**src/rtl/round_key_reader_pkg.sv**
```systemverilog
// Shared constants and types for the round-key read path.
package round_key_reader_pkg;
    localparam int RK_KEY_BITS  = 128;
    localparam int RK_ADDR_BITS = 4;
    localparam int RK_DEPTH     = 15;

    localparam int NR_AES128 = 10;
    localparam int NR_AES192 = 12;
    localparam int NR_AES256 = 14;

    typedef enum logic {
        RKR_IDLE  = 1'b0,
        RKR_SERVE = 1'b1
    } rkr_state_e;
endpackage

```
**src/rtl/round_key_ram.sv**
```systemverilog
// Simple dual-port key RAM: one write, one synchronous read-first read, no reset.
module round_key_ram #(
    parameter int KEY_BITS  = 128,
    parameter int ADDR_BITS = 4,
    parameter int DEPTH     = 15
) (
    input  logic                 clk,
    input  logic                 i_we,
    input  logic [ADDR_BITS-1:0] i_waddr,
    input  logic [KEY_BITS-1:0]  i_wdata,
    input  logic                 i_re,
    input  logic [ADDR_BITS-1:0] i_raddr,
    output logic [KEY_BITS-1:0]  o_rdata
);
    logic [KEY_BITS-1:0] r_mem [DEPTH];

    // Read sees the pre-write contents when both ports hit one address.
    always_ff @(posedge clk) begin
        if (i_we && (i_waddr < ADDR_BITS'(DEPTH)))
            r_mem[i_waddr] <= i_wdata;
        if (i_re)
            o_rdata <= r_mem[i_raddr];
    end
endmodule

```
**src/rtl/round_key_reader.sv**
```systemverilog
// Captures expanded round keys and streams them to the round engine in
// encrypt (0..Nr) or decrypt (Nr..0) order over valid/ready.
module round_key_reader
    import round_key_reader_pkg::*;
#(
    parameter int KEY_BITS  = RK_KEY_BITS,
    parameter int ADDR_BITS = RK_ADDR_BITS,
    parameter int DEPTH     = RK_DEPTH
) (
    input  logic                 clk,
    input  logic                 reset,
    input  logic                 wr_en,
    input  logic [ADDR_BITS-1:0] wr_addr,
    input  logic [KEY_BITS-1:0]  wr_key,
    input  logic                 wr_done,
    input  logic [ADDR_BITS-1:0] rounds_total,
    input  logic                 start,
    input  logic                 decrypt,
    output logic                 keys_ready,
    output logic                 rk_valid,
    input  logic                 rk_ready,
    output logic [KEY_BITS-1:0]  rk_data,
    output logic [ADDR_BITS-1:0] rk_round,
    output logic                 rk_last,
    output logic                 busy
);
    rkr_state_e r_state, w_state_nx;

    logic                 r_keys_ready, r_done_pend;
    logic [ADDR_BITS-1:0] r_nr, r_nr_pend;

    logic                 r_dir, r_issued_all;
    logic [ADDR_BITS-1:0] r_idx;

    logic                 r_rd_vld, r_rd_last;
    logic [ADDR_BITS-1:0] r_rd_round;
    logic [KEY_BITS-1:0]  w_ram_rdata;

    logic [1:0]                      r_cnt;
    logic [1:0][KEY_BITS-1:0]        r_f_data;
    logic [1:0][ADDR_BITS-1:0]       r_f_round;
    logic [1:0]                      r_f_last;

    logic                 r_out_vld, r_out_last;
    logic [KEY_BITS-1:0]  r_out_data;
    logic [ADDR_BITS-1:0] r_out_round;

    logic w_wr0, w_serve, w_xfer, w_abort, w_finish, w_clr, w_start;
    logic w_issue, w_issue_last, w_load, w_pop, w_push;

    assign w_wr0    = wr_en && (wr_addr == '0);
    assign w_serve  = (r_state == RKR_SERVE);
    assign w_xfer   = r_out_vld && rk_ready;
    assign w_abort  = w_serve && w_wr0;
    assign w_finish = w_serve && w_xfer && r_out_last;
    assign w_clr    = w_abort || w_finish;
    // A write opening a new key set beats a same-cycle start.
    assign w_start  = (r_state == RKR_IDLE) && start && r_keys_ready && !w_wr0;

    // Keep RAM reads in flight plus buffered entries within the 2-deep buffer.
    assign w_issue      = w_serve && !w_abort && !r_issued_all &&
                          ((r_cnt == 2'd0) || ((r_cnt == 2'd1) && !r_rd_vld));
    assign w_issue_last = r_dir ? (r_idx == '0) : (r_idx == r_nr);

    assign w_load = w_serve && !w_abort && (!r_out_vld || w_xfer) &&
                    ((r_cnt != 2'd0) || r_rd_vld);
    assign w_pop  = w_load && (r_cnt != 2'd0);
    assign w_push = w_serve && !w_abort && r_rd_vld && !(w_load && (r_cnt == 2'd0));

    round_key_ram #(
        .KEY_BITS (KEY_BITS),
        .ADDR_BITS(ADDR_BITS),
        .DEPTH    (DEPTH)
    ) u_ram (
        .clk    (clk),
        .i_we   (wr_en),
        .i_waddr(wr_addr),
        .i_wdata(wr_key),
        .i_re   (w_issue),
        .i_raddr(r_idx),
        .o_rdata(w_ram_rdata)
    );

    always_ff @(posedge clk) begin
        if (reset) r_state <= RKR_IDLE;
        else       r_state <= w_state_nx;
    end

    always_comb begin
        w_state_nx = r_state;
        case (r_state)
            RKR_IDLE:  if (w_start) w_state_nx = RKR_SERVE;
            RKR_SERVE: if (w_clr)   w_state_nx = RKR_IDLE;
            default:   w_state_nx = RKR_IDLE;
        endcase
    end

    // A wr_done seen mid-sequence is parked so nr stays fixed while serving.
    always_ff @(posedge clk) begin
        if (reset) begin
            r_keys_ready <= 1'b0;
            r_done_pend  <= 1'b0;
            r_nr         <= '0;
            r_nr_pend    <= '0;
        end else if (w_wr0) begin
            r_keys_ready <= 1'b0;
            r_done_pend  <= 1'b0;
        end else if (wr_done) begin
            if (r_state == RKR_IDLE) begin
                r_nr         <= rounds_total;
                r_keys_ready <= 1'b1;
            end else begin
                r_nr_pend   <= rounds_total;
                r_done_pend <= 1'b1;
            end
        end else if (r_done_pend && (r_state == RKR_IDLE)) begin
            r_nr         <= r_nr_pend;
            r_keys_ready <= 1'b1;
            r_done_pend  <= 1'b0;
        end
    end

    always_ff @(posedge clk) begin
        if (reset) begin
            r_dir        <= 1'b0;
            r_idx        <= '0;
            r_issued_all <= 1'b0;
        end else if (w_start) begin
            r_dir        <= decrypt;
            r_idx        <= decrypt ? r_nr : '0;
            r_issued_all <= 1'b0;
        end else if (w_issue) begin
            if (w_issue_last) r_issued_all <= 1'b1;
            else              r_idx <= r_dir ? r_idx - 1'b1 : r_idx + 1'b1;
        end
    end

    always_ff @(posedge clk) begin
        if (reset || w_clr) r_rd_vld <= 1'b0;
        else                r_rd_vld <= w_issue;
        if (w_issue) begin
            r_rd_round <= r_idx;
            r_rd_last  <= w_issue_last;
        end
    end

    always_ff @(posedge clk) begin
        if (reset || w_clr)       r_cnt <= 2'd0;
        else if (w_pop && !w_push) r_cnt <= r_cnt - 2'd1;
        else if (w_push && !w_pop) r_cnt <= r_cnt + 2'd1;
        if (w_pop) begin
            r_f_data[0]  <= r_f_data[1];
            r_f_round[0] <= r_f_round[1];
            r_f_last[0]  <= r_f_last[1];
        end
        if (w_push) begin
            if ((r_cnt == 2'd0) || (w_pop && (r_cnt == 2'd1))) begin
                r_f_data[0]  <= w_ram_rdata;
                r_f_round[0] <= r_rd_round;
                r_f_last[0]  <= r_rd_last;
            end else begin
                r_f_data[1]  <= w_ram_rdata;
                r_f_round[1] <= r_rd_round;
                r_f_last[1]  <= r_rd_last;
            end
        end
    end

    always_ff @(posedge clk) begin
        if (reset) begin
            r_out_vld   <= 1'b0;
            r_out_last  <= 1'b0;
            r_out_data  <= '0;
            r_out_round <= '0;
        end else if (w_abort) begin
            r_out_vld  <= 1'b0;
            r_out_last <= 1'b0;
        end else if (w_load) begin
            r_out_vld   <= 1'b1;
            r_out_data  <= w_pop ? r_f_data[0]  : w_ram_rdata;
            r_out_round <= w_pop ? r_f_round[0] : r_rd_round;
            r_out_last  <= w_pop ? r_f_last[0]  : r_rd_last;
        end else if (w_xfer) begin
            r_out_vld  <= 1'b0;
            r_out_last <= 1'b0;
        end
    end

    assign keys_ready = r_keys_ready;
    assign rk_valid   = r_out_vld;
    assign rk_data    = r_out_data;
    assign rk_round   = r_out_round;
    assign rk_last    = r_out_last;
    assign busy       = w_serve;
endmodule

```
**config.mk**
```make
export PLATFORM = sky130hd
export DESIGN_NAME = round_key_reader
export DESIGN_NICKNAME = d
export VERILOG_FILES = /design/src/rtl/round_key_reader_pkg.sv /design/src/rtl/round_key_ram.sv /design/src/rtl/round_key_reader.sv
export SDC_FILE = /design/constraint.sdc
export NUM_CORES = 2
export LEC_CHECK = 0
export ABC_CLOCK_PERIOD_IN_PS = 32900
export CAP_MARGIN = 10
export CORE_MARGIN = 4
export CORE_UTILIZATION = 68
export CTS_BUF_LIST = sky130_fd_sc_hd__clkbuf_8
export DETAILED_ROUTE_END_ITERATION = 12
export PLACE_DENSITY = 0.87
export SYNTH_ARGS = -nofsm -noshare
export SYNTH_HDL_FRONTEND = slang
export SYNTH_SLANG_ARGS = --single-unit
```
**constraint.sdc**
```tcl
create_clock -name clk -period 32.9 [get_ports clk]
set_input_delay 3.29 -clock clk [delete_from_list [all_inputs] [get_ports clk]]
set_output_delay 3.29 -clock clk [all_outputs]
set_load 0.02 [all_outputs]
```
# ---- Yosys cells after proc, flatten, opt, wreduce, memory -nomap -nowiden
# Memories as Yosys holds them, arrays and structs flattened. A register that Yosys moved wholly into a read port is not among the register bits.
# Index checks and enable logic that the tools add are counted.
dict set report totals {
  reg_bits 425
  latchBits 0
  ramBits 1920
  romBits 0
  in_bits 143
  output_inout_bits 136
  word_cells 130
  mem_count 1
}
dict set report op_classes {
  addsub 4
  n_mul 0
  n_div 0
  magnitude_cmp 1
  eq_ne 5
  shift 0
  mux 37
  bitwise_logic 4
  n_reduce_logical 56
}
# memory words word_bits rd rd_clocked_by_memory_dff wr line
set memory_table {}
lappend memory_table {u_ram.r_mem 15 128 1 1 1 round_key_ram.sv:15} ;# logic [KEY_BITS-1:0] r_mem [DEPTH];
# cell n
set ops {}
lappend ops {{$mux 128} 4}
lappend ops {{$mux 4} 12}
lappend ops {{$logic_and 1x1->1} 23}
lappend ops {{$mux 1} 18}
lappend ops {{$reduce_and 2->1} 6}
lappend ops {{$reduce_bool 2->1} 5}
lappend ops {{$logic_not 1->1} 8}
lappend ops {{$logic_not 4->1} 2}
lappend ops {{$logic_or 1x1->1} 6}
lappend ops {{$reduce_and 3->1} 2}
lappend ops {{$reduce_or 2->1} 3}
lappend ops {{$add 4x1->4 const B} 1}
lappend ops {{$eq 4x4->1} 1}
lappend ops {{$lt 4x4->1 const B} 1}
lappend ops {{$mux 2} 2}
lappend ops {{$ne 2x2->1 const B} 2}
lappend ops {{$not 1->1} 4}
lappend ops {{$sub 4x1->4 const B} 1}
lappend ops {{$add 2x1->2 const B} 1}
lappend ops {{$eq 2x1->1 const B} 1}
lappend ops {{$logic_not 2->1} 1}
lappend ops {{$ne 2x1->1 const B} 1}
lappend ops {{$pmux 1 s2} 1}
lappend ops {{$sub 2x1->2 const B} 1}

# ---- Logic depth before layout (Yosys ltp)
dict set report depth {
  word_depth 13
  mapped_depth 10
  ltp_nobuf 7
}

# ---- Hierarchy
# From an unflattened synthesis, not the netlist that was laid out.
dict set report unflattened {
  cells_unflattened 5134
  area_unflattened_um2 93676.1
}
# module instances cells_per_inst area_each_um2
set by_module_without_submodules {}
lappend by_module_without_submodules {round_key_ram 1 3682 77055.2}
lappend by_module_without_submodules {round_key_reader 1 1452 16620.9}

# ---- Least setup slack after synthesis
# Ideal clock, no wire load.
dict set report synth_timing {
  path_type {input-to-reg}
  start {input wr_en}
  end {register r_f_data[128] (netlist name), enable pin}
  setup_time_ns 0.821
  arrival_ns 13.470
  slack_ns 18.608
  cell_stages 4
  cell_sequence {or3b_1 > buf_4 > o211ai_4 > a211oi_1}
}
dict set report synth_via {
  elab_chain_len 11
  elab_cells_between_ends 15
}
# element line
set synth_rtl {}
lappend synth_rtl {{start, declared} round_key_reader.sv:12} ;# input logic wr_en,
lappend synth_rtl {{$logic_and 1x1->1 *} round_key_reader.sv:51} ;# assign w_wr0 = wr_en && (wr_addr == '0);
lappend synth_rtl {{$logic_and 1x1->1 *} round_key_reader.sv:54} ;# assign w_abort = w_serve && w_wr0;
lappend synth_rtl {{$logic_not 1->1 *} {round_key_reader.sv:65, round_key_reader.sv:68}}
lappend synth_rtl {{$logic_and 1x1->1 *} {round_key_reader.sv:65, round_key_reader.sv:68}}
lappend synth_rtl {{$logic_and 1x1->1 (2 in a row)} round_key_reader.sv:65} ;# assign w_load = w_serve && !w_abort && (!r_out_vld || w_xfer) &&
lappend synth_rtl {{$logic_and 1x1->1} round_key_reader.sv:67} ;# assign w_pop = w_load && (r_cnt != 2'd0);
lappend synth_rtl {{$logic_and 1x1->1} round_key_reader.sv:157} ;# if ((r_cnt == 2'd0) || (w_pop && (r_cnt == 2'd1))) begin
lappend synth_rtl {{$logic_or 1x1->1} round_key_reader.sv:157}
lappend synth_rtl {{$not 1->1 (no source line)} n/a}
lappend synth_rtl {{$reduce_and 2->1 (no source line) *} n/a}
lappend synth_rtl {{end, declared} round_key_reader.sv:40} ;# logic [1:0][KEY_BITS-1:0] r_f_data;
# Every way passes the cells marked *; elsewhere a longest branch is shown, timed or not.
# A chain may end at the register's enable or synchronous reset.

# ---- Worst setup path in the final report
dict set report layout_timing {
  start {input wr_en}
  end {register r_out_data[111] (netlist: rk_data[111])}
}
dict set report layout_via {
  elab_chain_len 8
  elab_cells_between_ends 10
}
# element line
set layout_rtl {}
lappend layout_rtl {{$logic_and 1x1->1 *} round_key_reader.sv:51}
lappend layout_rtl {{$logic_and 1x1->1 *} round_key_reader.sv:54}
lappend layout_rtl {{$logic_not 1->1} round_key_reader.sv:65}
lappend layout_rtl {{$logic_and 1x1->1 (3 in a row)} round_key_reader.sv:65}
lappend layout_rtl {{$logic_and 1x1->1} round_key_reader.sv:67}
lappend layout_rtl {{$mux 128} round_key_reader.sv:180} ;# r_out_data <= w_pop ? r_f_data[0] : w_ram_rdata;
lappend layout_rtl {{end signal, assigned} round_key_reader.sv:180}
lappend layout_rtl {{end, declared} round_key_reader.sv:45} ;# logic [KEY_BITS-1:0] r_out_data;
# Marked as above.

==> flow_summary.yaml <==
timing:
  hold_violations: 0
  skew_ns: 0.0414
  holdWs_ns: 0.475
  layout_min_cycle_time_ns: 6.53
  relSlewSlack_pct: 21.3
  rsz0062_at_grt: "false"
  setup_slack_ns: 26.37
  drv_slew: 0
  setup_viol: 0
  post-route-period-util_pct: 19.8
  worstMarginPinSlew_ns: 1.18
  tns_ns: 0
  max_freq_mhz: 153
global_route:
  grt_pass1_wl_um: 322000
  antenna_found_initial: 36
  grt_overflow: 0
  track_usage_pct: 31.1
  grt_max_degree: 154
  grt_pass1_vias: 49633
detailed_routing:
  antenna_left: 0
  wl_met2_um: 106000
  totalWireLength_um: 219000
  wl_met1_um: 80300
  firstDrtPassIters: 8
  vias: 48565
  topRoutingLayerUsed: "met5"
  drt-initial-drc-count: 6666
  remaining_drc_errors: 0
  via_per_inst: 6.76
  dr_wl_met3_um: 24900
  wire_per_inst_um: 30.4
die:
  dieArea_um2: 143000
  core_area_um2: 136000
  die_w_um: 378
  dieHeight_um: 378
  io_pins: 279
  num_rows: 135
  start_util_pct: 68.6
critical_path:
  max_stage_delay_ns: 0.85
  start_kind: "input pin"
  crit_required_ns: 33.80
  r2r-start: "r_idx[0]"
  crit_top_cell: "buf_4"
  cpMaxStageDelayCell: "buf_4"
  critical_path_class: "in2reg"
  critPathMaxFanout: 95
  critical_path.top_delay_family: "buffers and inverters"
  cp-end-kind: "register"
  cp.arrival_ns: 7.43
  crit_start: "wr_en"
  path_cells: "clkdlybuf4s50_1 -> or3b_1 -> o21ai_4 -> a211oi_4 -> buf_4 -> buf_4 -> nor2_1 -> a211oi_1"
  cp.depth: 8
  crit_buf_inv: 3
  rr_worst_depth: 6
logic_synthesis:
  synth_flop_cell: "edfxtp_1"
  yosysUniqueCellTypes: 51
  syn_nets: 4787
  synth-seq-cells: 2473
  synth_area_leaders: "edfxtp_1 71%, mux4_2 12%, dfxtp_1 6.2%"
  postSynth.asyncResetShare_pct: 0
  syn-cell-area_um2: 93100
  syn_area_per_cell_um2: 20.1
  synth_edf_count: 2186
  synth_top_cell_by_area: "edfxtp_1"
  yosys_warnings: 0
  ys_seq_area_share_pct: 76.7
  netlist_instances: 4639
  synth_top_area_share_pct: 70.5
cts:
  clock_latency_ns: 1.04
  htreeDepth: 5
  cts_tree: "built"
  cts_buffers: 375
  cts-root-buf: "clkbuf_8"
  clk_path_buf_depth: 4
  ctsResizeCount: 0
  clkSinkCount: 2473
  cts.clk_slew.worst_paths_ns: 0.07
  hold_buffers: 0
  post_cts_buffers: 0
placed_design:
  portBuffers: 278
  dp_hpwl_um: 111000
  place_congestion: 0.787
  dp_slack_ns: 25.42
min_path:
  hold_path_depth: 0
  hp-class: "reg2reg"
  min_from: "u_ram.o_rdata[36]"
final_layout:
  final_nets: 5239
  area_growth_syn_to_layout_pct: 12.3
  drive_above_1_share_pct: 20.0
  final_cell_mix: "2186 x edfxtp_1, 494 x mux4_2, 418 x clkbuf_8, 411 x mux2i_1, 283 x dfxtp_1"
  fin_util_pct: 77.0
  layout_commonest_cell: "edfxtp_1"
power:
  clock_power_share_pct: 37.6
  p_leak_uw: 0.0343
  sw_frac_of_total_pct: 21.8
  intPower_uw: 4860
  power_density_nw_per_um2: 59.4
  p_sw_uw: 1350
  ir_worst_vdd_uv: 42.9
  combPwrFrac_pct: 5.6
  seqPwrFrac_pct: 56.8
run:
  cap_violations: 0
outcome:
  status: "finished, final reports clean"
-- worst paths after layout --
check	endpoint	slack (ns)
min reg2reg	r_f_data[164]	0.48
min	r_f_data[164]	0.48
max	rk_data[111]	26.37
max reg2reg	u_ram.o_rdata[86]	27.38
-- layout make-up --
| cell class | count | area (µm²) |
|---|---|---|
| diodes | 29 | 72.6 |
| clock buffers | 418 | 5750 |
| clock inverters | 243 | 1160 |
| fillers | 6476 | 31100 |
| inverters | 9 | 38.8 |
| multi-input cells | 1883 | 20400 |
| flip-flops and latches | 2473 | 71400 |
| well taps | 1781 | 2230 |
| repair buffers | 349 | 3470 |
-- power groups by stage --
| stage | sequential [µW] | clock (µW) | combinational, µW |
|---|---|---|---|
| 2_1_floorplan | 3580 | 0 | 232 |
| 3_3_place_gp | 3580 | 0 | 333 |
| 3_5_place_dp | 3590 | 0 | 344 |
| 4_1_cts | 3520 | 2360 | 347 |
| 5_1_grt | 3530 | 2520 | 369 |
| 6_report | 3530 | 2340 | 345 |
-- logic make-up after synthesis --
kind of cell	count (synthesis)	share of synthesized area (%)
fa+ha+maj	5	0.0753
xor+xnor	5	0.0471
flops	2473	76.7
mux	906	16.4
compound gates	477	3.12
simple gates	490	2.11
buf+inv	283	1.55
-- synthesized netlist by cell type, types with 2 or more instances --
cell      instances
edfxtp_1       2186
mux4_2          494
mux2i_1         411
dfxtp_1         287
nand2_1         272
o21ai_0         202
nor2_1          168
a211oi_1        157
clkbuf_1        120
buf_2            85
o21ai_1          64
buf_4            32
a21oi_1          28
buf_1            24
and2_1           18
o211ai_1         11
inv_1             9
nor3_1            7
buf_12            6
buf_6             6
nand2b_1          6
nand3_1           5
ha_1              4
nor2b_1           4
xnor2_1           4
a21o_1            2
nand3b_1          2
or2_2             2
-- metrics by stage --
| stage | instances | total power (µW) | instance area, µm² |
|---|---|---|---|
| after global placement | 6495 | 3920 | 97500 |
| final | 7185 | 6210 | 105000 |
| after detailed placement | 6495 | 3930 | 97500 |
| after global routing | 7170 | 6420 | 104000 |
| after CTS | 7156 | 6230 | 104000 |
| after floorplan | 4639 | 3810 | 93100 |
-- metal layers --
metal  up-vias  track usage, %
met5         -               0
met4        16            11.9
met3       492            7.86
met2      3372            48.0
met1     24932            44.0
li1      19753               -
-- state kept, by name (all words and copies together), names as in the netlist, 4 cells and up --
| register | count |
|---|---|
| r_nr_pend | 4 |
| u_ram.r_mem | 1920 |
| rk_data | 128 |
| r_f_data | 256 |
| r_f_round | 8 |
| r_idx | 4 |
| u_ram.o_rdata | 128 |
| r_nr | 4 |
| rk_round | 4 |
| r_rd_round | 4 |
Note: power is estimated with default switching activity, not from simulation.
